<file path="src/rtl/serial_subtract_ctrl_if.sv">
// Start/done handshake bundle for the bit-serial subtractor.
interface serial_subtract_ctrl_if #(
    parameter int WIDTH = 8
);
    logic             start;
    logic [WIDTH-1:0] a;
    logic [WIDTH-1:0] b;
    logic             bin;
    logic             busy;
    logic             done;
    logic [WIDTH-1:0] difference;
    logic             bout;

    modport master (
        output start, a, b, bin,
        input  busy, done, difference, bout
    );

    modport slave (
        input  start, a, b, bin,
        output busy, done, difference, bout
    );
endinterface

</file>
<file path="src/rtl/serial_subtract_ctrl.sv">
// Bit-serial subtractor: one full-subtracter cell stepped LSB to MSB over
// WIDTH cycles with a registered borrow between bits. Result is
// (a - b - bin) mod 2^WIDTH plus the final borrow.
//
// state | meaning
// ------+------------------------------------------------------------
// IDLE  | waiting for start; operands captured on the accepting edge
// RUN   | one bit per edge, LSB first; leaves after bit WIDTH-1
// DONE  | single cycle with done high; result registers just updated
module serial_subtract_ctrl #(
    parameter int WIDTH = 8
) (
    input logic             clk,
    input logic             rst_n,
    serial_subtract_ctrl_if.slave bus
);

    localparam int CW = (WIDTH > 1) ? $clog2(WIDTH) : 1;

    typedef enum logic [1:0] {
        IDLE = 2'd0,
        RUN  = 2'd1,
        DONE = 2'd2
    } state_t;

    state_t           state;
    state_t           state_nxt;
    logic [CW-1:0]    cnt;
    logic [WIDTH-1:0] a_sr;
    logic [WIDTH-1:0] b_sr;
    logic [WIDTH-1:0] res_sr;
    logic [WIDTH-1:0] res_nxt;
    logic [WIDTH-1:0] diff_q;
    logic             brw;
    logic             bout_q;
    logic             done_q;
    logic             busy_c;
    logic             cell_d;
    logic             cell_bo;
    logic             last;

    // Full-subtracter cell on the current LSBs and the running borrow
    assign cell_d  = a_sr[0] ^ b_sr[0] ^ brw;
    assign cell_bo = (~a_sr[0] & b_sr[0]) | (~(a_sr[0] ^ b_sr[0]) & brw);
    assign last    = (cnt == CW'(WIDTH - 1));

    // Result shifts in from the MSB side so bit 0 ends up at the bottom
    generate
        if (WIDTH == 1) begin : g_res_w1
            assign res_nxt = cell_d;
        end else begin : g_res_wn
            assign res_nxt = {cell_d, res_sr[WIDTH-1:1]};
        end
    endgenerate

    // State register
    always_ff @(posedge clk or negedge rst_n) begin
        if (!rst_n) begin
            state <= IDLE;
        end else begin
            state <= state_nxt;
        end
    end

    // Next-state decode; start only matters in IDLE
    always_comb begin
        state_nxt = state;
        case (state)
            IDLE:    if (bus.start) state_nxt = RUN;
            RUN:     if (last) state_nxt = DONE;
            DONE:    state_nxt = IDLE;
            default: state_nxt = IDLE;
        endcase
    end

    // Moore outputs from the state register
    always_comb begin
        busy_c = (state != IDLE);
    end

    // Operand shift registers, borrow chain, counter and result registers
    always_ff @(posedge clk or negedge rst_n) begin
        if (!rst_n) begin
            a_sr   <= '0;
            b_sr   <= '0;
            res_sr <= '0;
            brw    <= 1'b0;
            cnt    <= '0;
            diff_q <= '0;
            bout_q <= 1'b0;
            done_q <= 1'b0;
        end else begin
            done_q <= 1'b0;
            case (state)
                IDLE: begin
                    if (bus.start) begin
                        a_sr <= bus.a;
                        b_sr <= bus.b;
                        brw  <= bus.bin;
                        cnt  <= '0;
                    end
                end
                RUN: begin
                    res_sr <= res_nxt;
                    brw    <= cell_bo;
                    a_sr   <= a_sr >> 1;
                    b_sr   <= b_sr >> 1;
                    cnt    <= cnt + CW'(1);
                    if (last) begin
                        diff_q <= res_nxt;
                        bout_q <= cell_bo;
                        done_q <= 1'b1;
                    end
                end
                default: ;
            endcase
        end
    end

    assign bus.busy       = busy_c;
    assign bus.done       = done_q;
    assign bus.difference = diff_q;
    assign bus.bout       = bout_q;

endmodule
</file>
<file path="src/flat_wrapper.sv">
// flat-port wrapper written by rule: the top's interface ports become plain ports
module serial_subtract_ctrl_flat 
#(
    parameter int WIDTH = 8
)
  (clk, rst_n, bus_start, bus_a, bus_b, bus_bin, bus_busy, bus_done, bus_difference, bus_bout);
  serial_subtract_ctrl_if #(.WIDTH(WIDTH)) bus_i ();
  input logic clk;
  input logic rst_n;
  input wire logic [$bits(bus_i.start)-1:0] bus_start;
  input wire logic [$bits(bus_i.a)-1:0] bus_a;
  input wire logic [$bits(bus_i.b)-1:0] bus_b;
  input wire logic [$bits(bus_i.bin)-1:0] bus_bin;
  output wire logic [$bits(bus_i.busy)-1:0] bus_busy;
  output wire logic [$bits(bus_i.done)-1:0] bus_done;
  output wire logic [$bits(bus_i.difference)-1:0] bus_difference;
  output wire logic [$bits(bus_i.bout)-1:0] bus_bout;
  assign bus_i.start = bus_start;
  assign bus_i.a = bus_a;
  assign bus_i.b = bus_b;
  assign bus_i.bin = bus_bin;
  assign bus_busy = bus_i.busy;
  assign bus_done = bus_i.done;
  assign bus_difference = bus_i.difference;
  assign bus_bout = bus_i.bout;
  serial_subtract_ctrl #(.WIDTH(WIDTH)) u_core (.clk(clk), .rst_n(rst_n), .bus(bus_i));
endmodule
</file>
<file path="config.mk">
export PLATFORM = sky130hd
export DESIGN_NAME = serial_subtract_ctrl_flat
export DESIGN_NICKNAME = d
export VERILOG_FILES = /design/src/rtl/serial_subtract_ctrl_if.sv /design/src/rtl/serial_subtract_ctrl.sv /design/src/flat_wrapper.sv
export SDC_FILE = /design/constraint.sdc
export NUM_CORES = 1
export LEC_CHECK = 0
export ABC_CLOCK_PERIOD_IN_PS = 3100
export BUFFER_PORTS_ARGS = -buffer_cell sky130_fd_sc_hd__buf_2
export CORE_ASPECT_RATIO = 0.75
export CORE_MARGIN = 2
export CORE_UTILIZATION = 61
export CTS_BUF_LIST = sky130_fd_sc_hd__clkbuf_2 sky130_fd_sc_hd__clkbuf_4 sky130_fd_sc_hd__clkbuf_8
export DETAILED_ROUTE_END_ITERATION = 12
export PLACE_DENSITY = 0.86
export RECOVER_POWER = 50
export SLEW_MARGIN = 20
export SYNTH_ARGS = -nofsm -noshare
export SYNTH_HDL_FRONTEND = slang
export SYNTH_SLANG_ARGS = --single-unit
</file>
<file path="constraint.sdc">
create_clock -name clk -period 3.1 [get_ports clk]
set_clock_uncertainty 0.1 [all_clocks]
set_input_delay 0.31 -clock clk [delete_from_list [all_inputs] [get_ports clk]]
set_output_delay 0.31 -clock clk [all_outputs]
set_load 0.05 [all_outputs]
</file>
==> results of run 1 <==
[cells in the mapped netlist]
cell | count | share of area (%)
nor2b_1 | 2 | 0.73
nor2_1 | 6 | 1.3
fa_1 | 1 | 1.2
inv_1 | 5 | 1.1
o22ai_1 | 14 | 5.1
clkbuf_2 | 1 | 0.29
nand2_1 | 25 | 5.5
mux2_1 | 6 | 4.0
nand2b_4 | 1 | 0.81
mux2_2 | 2 | 1.3
a22o_1 | 2 | 1.0
buf_2 | 8 | 2.3
o21ai_1 | 1 | 0.29
nand3b_1 | 1 | 0.44
nand2b_1 | 1 | 0.37
or2_1 | 1 | 0.37
or2_2 | 1 | 0.37
a21oi_1 | 1 | 0.29
dfrtp_1 | 39 | 57
nor3_1 | 27 | 7.9
ha_1 | 2 | 1.5
o21ai_0 | 6 | 1.8
buf_4 | 2 | 0.88
o32ai_1 | 6 | 3.1
clkbuf_1 | 1 | 0.22
a221oi_1 | 1 | 0.51
[layout make-up]
type / instances / area [um2] / area share [%]
Inverter: 5 / 18.8 / 0.980
Multi-Input combinational cell: 107 / 646 / 33.7
Timing Repair Buffer: 31 / 153 / 7.97
Sequential cell: 39 / 976 / 51.0
Clock buffer: 6 / 76.3 / 3.99
Tap cell: 36 / 45.0 / 2.35
[per-stage QoR]
| step | utilization, % | hold WS [ns] | power, mW | std cells |
|---|---|---|---|---|
| CTS | 72.6 | 0.0490 | 2.10 | 224 |
| floorplan | - | -0.0856 | 1.57 | 163 |
| global route | 72.4 | 0.179 | 2.23 | 224 |
| detailed placement | 69.7 | 0.363 | 1.78 | 218 |
| finish | 72.4 | 0.163 | 2.09 | 224 |
| global placement | 69.7 | 0.342 | 1.72 | 218 |
[critical path: stages (launching register included)]
cell and delay, ns:
dfrtp_1 0.61, buf_4 0.31, or2_1 0.30, o32ai_1 0.15, a221oi_1 0.27
[cells by family after synthesis]
kind of cell | count (synthesis)
AND/OR/NAND/NOR | 65
flip-flops | 39
AO/OA/AOI/OAI | 31
adder cells (fa/ha/maj) | 3
multiplexers | 8
buffers and inverters | 17
[placed cells by master, fill, tap and decap left out, drive strengths merged]
| cell | count |
|---|---|
| a21oi | 1 |
| a221oi | 1 |
| a22o | 2 |
| buf | 27 |
| clkbuf | 10 |
| dfrtp | 39 |
| fa | 1 |
| ha | 2 |
| inv | 5 |
| mux2 | 8 |
| nand2 | 25 |
| nand2b | 2 |
| nand3b | 1 |
| nor2 | 6 |
| nor2b | 2 |
| nor3 | 27 |
| o21ai | 7 |
| o22ai | 14 |
| o32ai | 6 |
| or2 | 2 |
[registers in the layout, summed over array words and instances (netlist names)]
signal and flops:
u_core.bus.difference 8, u_core.b_sr 8, u_core.state 2, u_core.bus.bout 1, u_core.a_sr 8, u_core.bus.done 1, u_core.res_sr 7, u_core.brw 1
u_core.cnt 3
[routing by layer]
layer / global-route usage (%) / vias to the layer above / part of all wire (%)
met5: 0 / - / 0
met4: 7.99 / 0 / 1.2
met3: 8.22 / 7 / 6.0
met2: 39.7 / 32 / 48
met1: 33.8 / 645 / 45
li1: - / 626 / -
[how the worst max path moves through the flow]
stage | endpoint | depth (start not counted)
2_1_floorplan | u_core.bus.difference[2] | 5
5_1_grt | u_core.a_sr[7] | 1
4_1_cts | u_core.brw | 4
6_report | u_core.brw | 4
3_5_place_dp | u_core.bus.difference[0] | 4
3_3_place_gp | u_core.bus.difference[1] | 4
[power by group through the flow]
stage               Sequential (mW)  Combinational [mW]  Clock (mW)
global route                  0.953               0.935       0.346
CTS                           0.917               0.858       0.322
floorplan                      1.06               0.506           0
finish                        0.921               0.847       0.320
detailed placement            0.925               0.853           0
global placement              0.903               0.813           0
==> results.yml, run 1 <==
timing:
  fin_crit_ns: 1.86
  fmaxAchievable_mhz: 537
  max-slew-margin-rel_pct: -35.2
  finalCritPeriodShare_pct: 60.0
  fin_ws_ns: 1.24
  setup_tns_ns: 0
  setup_viol: 0
  hold_viol: 0
  rsz0062_at_grt: "no"
  worstMarginPinSlew_ns: 2.03
  final_max_slew_viol_count: 40
critical_path:
  r2r-end: "u_core.brw"
  rrSetupSlack_ns: 1.24
  cp_max_fo: 19
  crit_start: "u_core.state[0]"
  reg2reg_from: "u_core.state[0]"
  required_ns: 3.18
  reg2reg_depth: 4
  start_kind: "flop"
  worst_ep_arrival_time_ns: 1.94
  crit_type: "flop to flop"
  critical_path.endpoint_type: "flop"
clocking:
  clk_pin_slew_ns: 0.07
  clock_latency_ns: 0.29
  cts-hold-fix-buffers: 0
  cts_tree: "yes"
  clockRootBuffer: "clkbuf_8"
  cts_resized: 0
  htree_levels: 2
  post_cts_buffers: 0
  cts_made_buffers: 5
  cts.sinks: 39
  clk_path_buf_depth: 2
logic_synthesis:
  ys_ff_latch: 39
  yosysWarnings: 0
  muxShareOfSynthArea_pct: 5.29
  synth_xor_area_share_pct: 0
  synth_area_um2: 1700
  synth_area_per_cell_um2: 10.5
  syn_inst: 163
  synthSimpleGateAreaFrac_pct: 17.8
  ys_types: 26
  synth_compound_area_share_pct: 12.1
  synth_top_family_by_area: "simple AND/OR/NAND/NOR gates"
  synthAdderAreaFrac_pct: 2.64
  ys_seq_area_share_pct: 57.3
  syn_nets: 186
power_and_ir_drop:
  p_int_mw: 1.19
  netSwitchingPower_mw: 0.900
  seq_power_share_pct: 44.1
  power_density_nw_per_um2: 1090
  clkPwrFrac_pct: 15.3
  p_comb_share_pct: 40.6
  p_leak_nw: 0.907
  switching_share_pct: 43.1
  irDropWorstVdd_mv: 0.556
placement:
  placed_area_um2: 1840
  gp_congestion: 0.761
  preCtsSetupSlack_ns: 1.29
  hpwlAfterDp_um: 2310
  io_buffers: 30
min_path:
  hold_class: "input pin to flop"
  worstHoldStart: "bus_b[7]"
  whs_path_depth: 3
  hold_path_end: "u_core.b_sr[7]"
detailed_routing:
  wire_per_inst_um: 15.6
  firstDrtPassIters: 4
  drtAntennaViolNets: 0
  drc: 0
  wl_um: 3500
  drtIter0Drc: 113
  viasPerCell: 5.85
  num_vias: 1310
die:
  rows: 16
  core-area_um2: 2640
  die_width_um: 65.0
  dieArea_um2: 3240
  initial_core_util_pct: 64.5
  die_y_um: 49.8
  num_io_pins: 31
flow_run:
  maxCapViolCount: 1
cells_and_area:
  area.growth.synth_to_final_pct: 12.3
  postLayoutCellArea_um2: 1910
  layout-drive-gt1-share_pct: 19.7
  diodes: 0
  fillCellCount: 204
  fin_nets: 212
global_route:
  gr-total-overflow: 0
  grt_pass1_wl_um: 6100
  grt_pass1_vias: 1372
  antenna_found_initial: 0
  grtUsageTotal_pct: 25.2
  grt_max_degree: 40
status:
  status: "finished with violations"
  violations: "capacitance limit, slew limit"
Power figures use the tool's default switching activity.
==> run 2, diff against run 1 <==
--- a/config.mk
+++ b/config.mk
@@ -5,14 +5,14 @@
 export SDC_FILE = /design/constraint.sdc
 export NUM_CORES = 1
 export LEC_CHECK = 0
-export ABC_CLOCK_PERIOD_IN_PS = 3100
+export ABC_CLOCK_PERIOD_IN_PS = 1800
 export BUFFER_PORTS_ARGS = -buffer_cell sky130_fd_sc_hd__buf_2
 export CORE_ASPECT_RATIO = 0.75
 export CORE_MARGIN = 2
-export CORE_UTILIZATION = 61
+export CORE_UTILIZATION = 57
 export CTS_BUF_LIST = sky130_fd_sc_hd__clkbuf_2 sky130_fd_sc_hd__clkbuf_4 sky130_fd_sc_hd__clkbuf_8
 export DETAILED_ROUTE_END_ITERATION = 12
-export PLACE_DENSITY = 0.86
+export PLACE_DENSITY = 0.81
 export RECOVER_POWER = 50
 export SLEW_MARGIN = 20
 export SYNTH_ARGS = -nofsm -noshare
==> constraint.sdc (replaced) <==
create_clock -name clk -period 1.8 [get_ports clk]
set_clock_uncertainty 0.1 [all_clocks]
set_input_delay 0.18 -clock clk [delete_from_list [all_inputs] [get_ports clk]]
set_output_delay 0.18 -clock clk [all_outputs]
set_load 0.05 [all_outputs]
==> run 2 against run 1 <==
Critical path type unchanged; hold slack worse by 0.12 ns; global-route usage is 0.98 points lower; final area is 4.2% higher; routed wire length is 1.1% higher; first-iteration DRC count is 30% lower; sequential cell count stayed put; the run now ends clean; critical endpoint is now u_core.bus.difference[0]; final cell count is 4.5% higher; largest cell class unchanged.
==> results.yml, run 2 (synthesized netlist as in run 1, its figures left out) <==
status:
  status: "finished clean"
detailed_routing:
  num_vias: 1316
  drtAntennaViolNets: 0
  drc: 0
  drtIter0Drc: 79
  viasPerCell: 5.62
  firstDrtPassIters: 4
  wl_um: 3540
  wire_per_inst_um: 15.1
timing:
  whs_ns: 0.0416
  setup_viol: 0
  hold_viol: 0
  max-slew-margin-rel_pct: 38.6
  fin_crit_ns: 1.66
  fmaxAchievable_mhz: 603
  worstMarginPinSlew_ns: 0.921
  setup_tns_ns: 0
  final_max_slew_viol_count: 0
  finalCritPeriodShare_pct: 92.1
  rsz0062_at_grt: "no"
clocking:
  cts_made_buffers: 5
  clock_latency_ns: 0.29
  clk_pin_slew_ns: 0.07
  clockRootBuffer: "clkbuf_8"
  clk_path_buf_depth: 2
  cts_tree: "yes"
  cts.sinks: 39
  post_cts_buffers: 0
  htree_levels: 2
  cts_resized: 0
global_route:
  grt_pass1_vias: 1310
  grtUsageTotal_pct: 24.3
  antenna_found_initial: 0
  gr-total-overflow: 0
  grt_pass1_wl_um: 6030
  grt_max_degree: 40
critical_path:
  path_delay_family: "adder cells"
  start_kind: "flop"
  path_cells: "ha_1 -> ha_1 -> nand3b_1 -> buf_12 -> mux2_2"
  worst_ep_arrival_time_ns: 1.73
  crit_buf_inv: 1
  slowest_delay_ns: 0.40
  crit_type: "flop to flop"
  required_ns: 1.87
  cpMostUsedCell: "ha_1"
  critical_path.endpoint_type: "flop"
  cp_max_fo: 12
  crit_slowest_cell: "dfrtp_1"
die:
  rows: 17
  core-area_um2: 2890
  die_y_um: 51.4
  num_io_pins: 31
  die_width_um: 67.1
  dieArea_um2: 3450
  initial_core_util_pct: 58.9
placement:
  gp_congestion: 0.756
  io_buffers: 30
  hpwlAfterDp_um: 2510
  placedCellCount: 226
cells_and_area:
  area.growth.synth_to_final_pct: 17.0
  layout-drive-gt1-share_pct: 23.0
  diodes: 0
  layout_commonest_cell: "dfrtp_1"
  fin_nets: 219
  final-instance-count-excl-fill: 234
  layout_common_cells: "dfrtp_1, nor3_1, buf_2"
power_and_ir_drop:
  total_power_mw: 3.73
  power_density_nw_per_um2: 1870
  irDropWorstVdd_mv: 0.995
  p_leak_nw: 0.954
min_path:
  hold_class: "input pin to flop"
flow_run:
  maxCapViolCount: 0
## run 2: path summary, 6_finish.rpt
check,startpoint,endpoint,slack [ns],cells after the start
max,u_core.cnt[0],u_core.bus.difference[0],0.14,5
min,bus_a[7],u_core.a_sr[7],0.04,3
max reg2reg,u_core.cnt[0],u_core.bus.difference[0],0.14,5
min reg2reg,u_core.bus.bout,u_core.bus.bout,0.39,2
max in group asynchronous,rst_n,u_core.cnt[0],0.49,3
min in group asynchronous,rst_n,u_core.a_sr[7],0.54,3
## run 2: per-layer routing
layer	GRT usage, %	share of wire (%)
met1	33.3	45
met4	8.16	0.85
met3	6.61	4.6
met2	37.5	50
met5	0	0
## run 2: area by class of cell
type,instances,area [um2]
Sequential cell,39,976
Fill cell,235,898
Multi-Input combinational cell,107,646
Timing Repair Buffer,38,219
Clock buffer,6,82.6
Tap cell,38,47.5
Inverter,5,18.8
Clock inverter,1,5.00
## run 2: stage by stage
step / area [um2] / setup WS [ns] / utilization [%]
floorplan: 1700 / 0.181 / -
global placement: 1920 / 0.232 / 66.2
detailed placement: 1920 / 0.175 / 66.2
CTS: 2010 / 0.144 / 69.6
global route: 1990 / 0.0852 / 68.9
finish: 1990 / 0.142 / 68.9
## run 2: worst min-delay path: cells and delay by family
family          cells  cell delay (ns)
buf+inv             1             0.10
compound gates      1             0.06
simple gates        1             0.04
## run 2: where the power goes
part           total [mW]  internal [mW]  switching, mW
clock network       0.585          0.300          0.284
registers            1.58           1.28          0.305
logic                1.56          0.568          0.996
total                3.73           2.15           1.59
## run 2: what timing repair did
action                                  4_1_cts  5_1_grt
hold endpoints to repair                     39        0
endpoints found under the setup margin        0        0
hold buffers                                  1        0
